### src/rtl/fetch_decode_queue.sv
// Fetch-to-decode instruction queue: up to PUSH_N entries in and POP_N entries out per cycle, in program order.
// Define FDQ_BYPASS_EN to forward fetch slots straight to decode when the queue is empty.
module fetch_decode_queue #(
    parameter int DEPTH  = 8,
    parameter int PUSH_N = 2,
    parameter int POP_N  = 2,
    parameter int ADDR_W = 32
) (
    input  logic                       clk,
    input  logic                       rst,
    input  logic                       flushD,
    input  logic                       stallD,
    input  logic [PUSH_N-1:0]          in_valid,
    input  logic [PUSH_N*ADDR_W-1:0]   in_pc,
    input  logic [PUSH_N*ADDR_W-1:0]   in_instr,
    input  logic [PUSH_N-1:0]          in_dslot,
    output logic                       in_ready,
    output logic [POP_N-1:0]           out_valid,
    output logic [POP_N*ADDR_W-1:0]    out_pc,
    output logic [POP_N*ADDR_W-1:0]    out_instr,
    output logic [POP_N-1:0]           out_dslot,
    output logic [$clog2(DEPTH):0]     count
);

    localparam int PTR_W = $clog2(DEPTH);
    localparam int CNT_W = PTR_W + 1;

    logic [ADDR_W-1:0] pc_mem    [DEPTH];
    logic [ADDR_W-1:0] instr_mem [DEPTH];
    logic [DEPTH-1:0]  dslot_mem;

    logic [PTR_W-1:0]  rd_ptr, wr_ptr;
    logic [CNT_W-1:0]  push_n, pop_n, store_n;
    logic [CNT_W-1:0]  byp_n, byp_vis_n;
    logic              push_en;
    logic [PUSH_N-1:0] wr_en;
    logic [PTR_W-1:0]  wr_idx [PUSH_N];

    // Only the leading run of valid slots counts; anything after a gap is dropped.
    always_comb begin
        logic run;
        run    = 1'b1;
        push_n = '0;
        for (int i = 0; i < PUSH_N; i++) begin
            run = run & in_valid[i];
            if (run) push_n = push_n + CNT_W'(1);
        end
    end

    assign in_ready = (count <= CNT_W'(DEPTH - PUSH_N));
    assign push_en  = in_ready & ~flushD;

    always_comb begin
        if (stallD | flushD)
            pop_n = '0;
        else if (count < CNT_W'(POP_N))
            pop_n = count;
        else
            pop_n = CNT_W'(POP_N);
    end

`ifdef FDQ_BYPASS_EN
    // An empty queue forwards the leading fetch slots; consumed ones are never stored.
    always_comb begin
        byp_vis_n = '0;
        if ((count == '0) && !flushD)
            byp_vis_n = (push_n < CNT_W'(POP_N)) ? push_n : CNT_W'(POP_N);
        byp_n = stallD ? '0 : byp_vis_n;
    end
`else
    assign byp_vis_n = '0;
    assign byp_n     = '0;
`endif

    assign store_n = push_en ? (push_n - byp_n) : '0;

    always_comb begin
        for (int i = 0; i < PUSH_N; i++) begin
            wr_en[i]  = push_en && (CNT_W'(i) >= byp_n) && (CNT_W'(i) < push_n);
            wr_idx[i] = wr_ptr + PTR_W'(i) - byp_n[PTR_W-1:0];
        end
    end

    always_ff @(posedge clk) begin
        for (int i = 0; i < PUSH_N; i++) begin
            if (wr_en[i]) begin
                pc_mem[wr_idx[i]]    <= in_pc[i*ADDR_W +: ADDR_W];
                instr_mem[wr_idx[i]] <= in_instr[i*ADDR_W +: ADDR_W];
                dslot_mem[wr_idx[i]] <= in_dslot[i];
            end
        end
    end

    always_ff @(posedge clk) begin
        if (!rst || flushD) begin
            rd_ptr <= '0;
            wr_ptr <= '0;
            count  <= '0;
        end else begin
            rd_ptr <= rd_ptr + pop_n[PTR_W-1:0];
            wr_ptr <= wr_ptr + store_n[PTR_W-1:0];
            count  <= count + store_n - pop_n;
        end
    end

    // Invalid head slots read as zero so decode sees the same bubble as a cleared F/D register.
    always_comb begin
        out_valid = '0;
        out_pc    = '0;
        out_instr = '0;
        out_dslot = '0;
        for (int j = 0; j < POP_N; j++) begin
            if (CNT_W'(j) < count) begin
                out_valid[j]                  = 1'b1;
                out_pc[j*ADDR_W +: ADDR_W]    = pc_mem[rd_ptr + PTR_W'(j)];
                out_instr[j*ADDR_W +: ADDR_W] = instr_mem[rd_ptr + PTR_W'(j)];
                out_dslot[j]                  = dslot_mem[rd_ptr + PTR_W'(j)];
            end
            if (CNT_W'(j) < byp_vis_n) begin
                out_valid[j]                  = 1'b1;
                out_pc[j*ADDR_W +: ADDR_W]    = in_pc[(j % PUSH_N)*ADDR_W +: ADDR_W];
                out_instr[j*ADDR_W +: ADDR_W] = in_instr[(j % PUSH_N)*ADDR_W +: ADDR_W];
                out_dslot[j]                  = in_dslot[j % PUSH_N];
            end
        end
    end

endmodule
### config.mk
export PLATFORM = sky130hd
export DESIGN_NAME = fetch_decode_queue
export DESIGN_NICKNAME = d
export VERILOG_FILES = /design/src/rtl/fetch_decode_queue.sv
export SDC_FILE = /design/constraint.sdc
export NUM_CORES = 1
export LEC_CHECK = 0
export CAP_MARGIN = 20
export CORE_MARGIN = 5
export CORE_UTILIZATION = 45
export CTS_CLUSTER_DIAMETER = 200
export DETAILED_ROUTE_END_ITERATION = 8
export PLACE_DENSITY = 0.73
export SLEW_MARGIN = 10
export SYNTH_ARGS = -nofsm -noshare
export SYNTH_HDL_FRONTEND = slang
export SYNTH_SLANG_ARGS = --single-unit
### constraint.sdc
create_clock -name clk -period 6.8 [get_ports clk]
set_input_delay 1.36 -clock clk [delete_from_list [all_inputs] [get_ports clk]]
set_output_delay 1.36 -clock clk [all_outputs]
set_load 0.01 [all_outputs]
==> flow_summary.ini <==
[yosys]
synth_most_common_cell = edfxtp_1
synth_edf_count = 512
yosysTopAreaCell = edfxtp_1
avgSynthCellArea_um2 = 16.1
netlist_instances = 1921
ys_seq_area_share_pct = 50.8
yosysTopAreaCellShare_pct = 49.6
synthMuxAreaShare_pct = 39.6
synthXorXnorAreaFrac_pct = 0.255
synth_common_cells = edfxtp_1 (512), mux2_1 (287), mux4_2 (260), mux2_2 (225), nand2_1 (138)
ys_top_cells_by_area = edfxtp_1 (50%), mux4_2 (19%), mux2_1 (10%)
syn_area_mm2 = 0.0310
yosysWarnings = 0
ys_ff_latch = 530
async_flop_share_pct = 0
synth.net_count = 2071
synth_top_family_by_area = multiplexers
synthFlopType = edfxtp_1
synthSimpleGateAreaFrac_pct = 3.94
synth-compound-area-share_pct = 1.71
synth-adder-area-share_pct = 0.663
synth.distinct_cells = 41

[clock_network]
clockBufferDepth = 3
h-tree-depth = 2
insertion_delay_ns = 0.61
numCtsBuffers = 59
cts_tree = yes
postCtsSetupRepairBufs = 0
clock_sinks = 530
path_clk_slew_ns = 0.06
hold_buffers = 0
cts_resized = 0
cts-root-buf = clkbuf_16

[floorplan]
dieWidth_um = 272
coreArea_mm2 = 0.0685
dieArea_mm2 = 0.0742
initial_core_util_pct = 45.2
pin_count = 273
die_h_um = 272
rows = 96

[routing]
drt-initial-drc-count = 1735
vias = 19500
viasPerCell = 6.30
drtAntennaViolNets = 0
routedWlPerCell_um = 29.7
drc = 0
wl_um = 91800
drt_first_pass_iters = 5

[timing]
maxSlewHeadroom_pct = 25.0
finalHoldViolCount = 0
finalSetupViolCount = 0
fmax_mhz = 185
fin_skew_ns = 0.0127
period_share_pct = 79.6
fin_crit_ns = 5.41
slew_violations = 0
hold-worst-slack_ns = 0.519
rsz0062_at_grt = false
worstMarginPinSlew_ns = 1.12

[global_route]
overflow = 0
grt_pass1_wl_um = 136000
antenna_found_initial = 18
grt_max_degree = 97
track_usage_pct = 24.4
grt_pass1_vias = 20700

[outcome]
status = completed

[finish]
instances_no_fill = 3094
nets = 2305
drive_gt1_share_pct = 30.0
n_fill_cell = 5446
syn2layout_area_growth_pct = 17.8

[power_and_ir_drop]
p_per_area_mw_per_mm2 = 227
peakVddDrop_uv = 240
p_leak_nw = 11.4

[flow_run]
maxCapViolCount = 0

[worst_setup_path]
crit_required_ns = 5.44
cp_max_fo = 64
end_kind = output port
setup.worst_path.class = reg -> out
worstPathArrival_ns = 4.05
start_kind = register

[placed_design]
hpwl_um = 53400
placed_cells = 2975
place.gp.congestion = 0.798
portBuffers = 272

[worst_hold_path]
hold_class = reg -> reg
[cell usage in the layout, fill, tap and decap left out, types with 3 or more instances in the layout]
cell             netlist  routed
edfxtp_1             512     512
mux2_1               287     287
clkdlybuf4s50_1        0     272
mux4_2               260     260
mux2_2               225     225
nand2_1              138     138
nor2_1                77      76
a21oi_1               66      66
mux2i_1               65      65
clkbuf_16              0      61
buf_4                  5      45
dfxtp_1               18      15
clkbuf_1              31      14
inv_1                 13      13
clkinv_2               0      12
diode_2                0      10
clkinv_1               0      10
or2_2                  9       9
o21ai_0               17       9
ha_1                  10       9
nand4_1                8       8
nor3_1                 8       8
a31oi_1                8       8
o21ai_4                0       8
bufinv_16              0       7
buf_12                 0       7
and2_1                 6       6
nor2_4                 4       5
nor2b_1                5       4
nor2_8                 4       4
xnor2_1                5       4
fa_1                   4       4
clkinvlp_4             0       4
xor2_1                 4       3
dfxtp_4                0       3
[cell families after synthesis]
group                      Yosys count
adders and majority gates           14
DFF                                530
and+or+nand+nor                    270
xor gates and xnor gates             9
AOI/OAI and AO/OA                   97
muxes                              837
buffers and inverters              164
[registers in the layout, summed over array words and instances, names as in the netlist]
register / count
rd_ptr: 3
pc_mem: 256
count: 4
wr_ptr: 3
dslot_mem: 8
instr_mem: 256
[per-layer routing]
layer	share of wire [%]	vias to the layer above	track usage, %
li1	-	8238	-
met1	38	10200	31.2
met2	51	902	42.0
met3	8.6	172	5.80
met4	2.6	16	6.76
met5	0.090	-	0
[final timing paths]
check / from / to / slack, ns / depth (start not counted)
setup / recovery: rd_ptr[1] / out_instr[63] / 1.39 / 6
hold / removal: dslot_mem[1] / dslot_mem[1] / 0.52 / 2
setup reg to reg: count[3] / pc_mem[6][8] / 3.24 / 7
hold reg to reg: dslot_mem[1] / dslot_mem[1] / 0.52 / 2
[stage by stage]
stage	setup WS [ns]	TNS (ns)	area (µm²)	power (mW)	utilization, %
floorplan	-0.164	-80.81	31000	4.40	-
global placement	1.93	0	34500	5.10	50.5
detailed placement	1.96	0	34500	5.12	50.5
CTS	1.28	0	36500	8.34	53.3
global route	1.13	0	36500	8.55	53.3
finish	1.39	0	36500	8.29	53.3
[worst max-delay path, cell delays in order, from the launching register on]
cell and delay [ns]:
dfxtp_4 0.88, ha_4 0.67, buf_12 0.45, mux4_2 0.30
nand2_1 0.05, a21oi_1 0.34, clkdlybuf4s50_1 0.61
[final cells by class]
cell class                 count  area [µm²]  area share, %
sequential                   530       15700           43.2
multi-input combinational   1227       14500           39.6
timing repair buffer         324        3200           8.77
clock buffer                  75        1580           4.33
tap                          882        1100           3.02
clock inverter                33         338          0.926
inverter                      13        48.8          0.134
antenna                       10        25.0         0.0686
[where the power goes]
group          internal [mW]  total [mW]  switching, mW
combinational          0.644        1.36          0.713
sequential              3.66        3.70         0.0436
clock                   1.89        3.23           1.33
total                   6.20        8.29           2.09
Power figures use the tool's default switching activity.
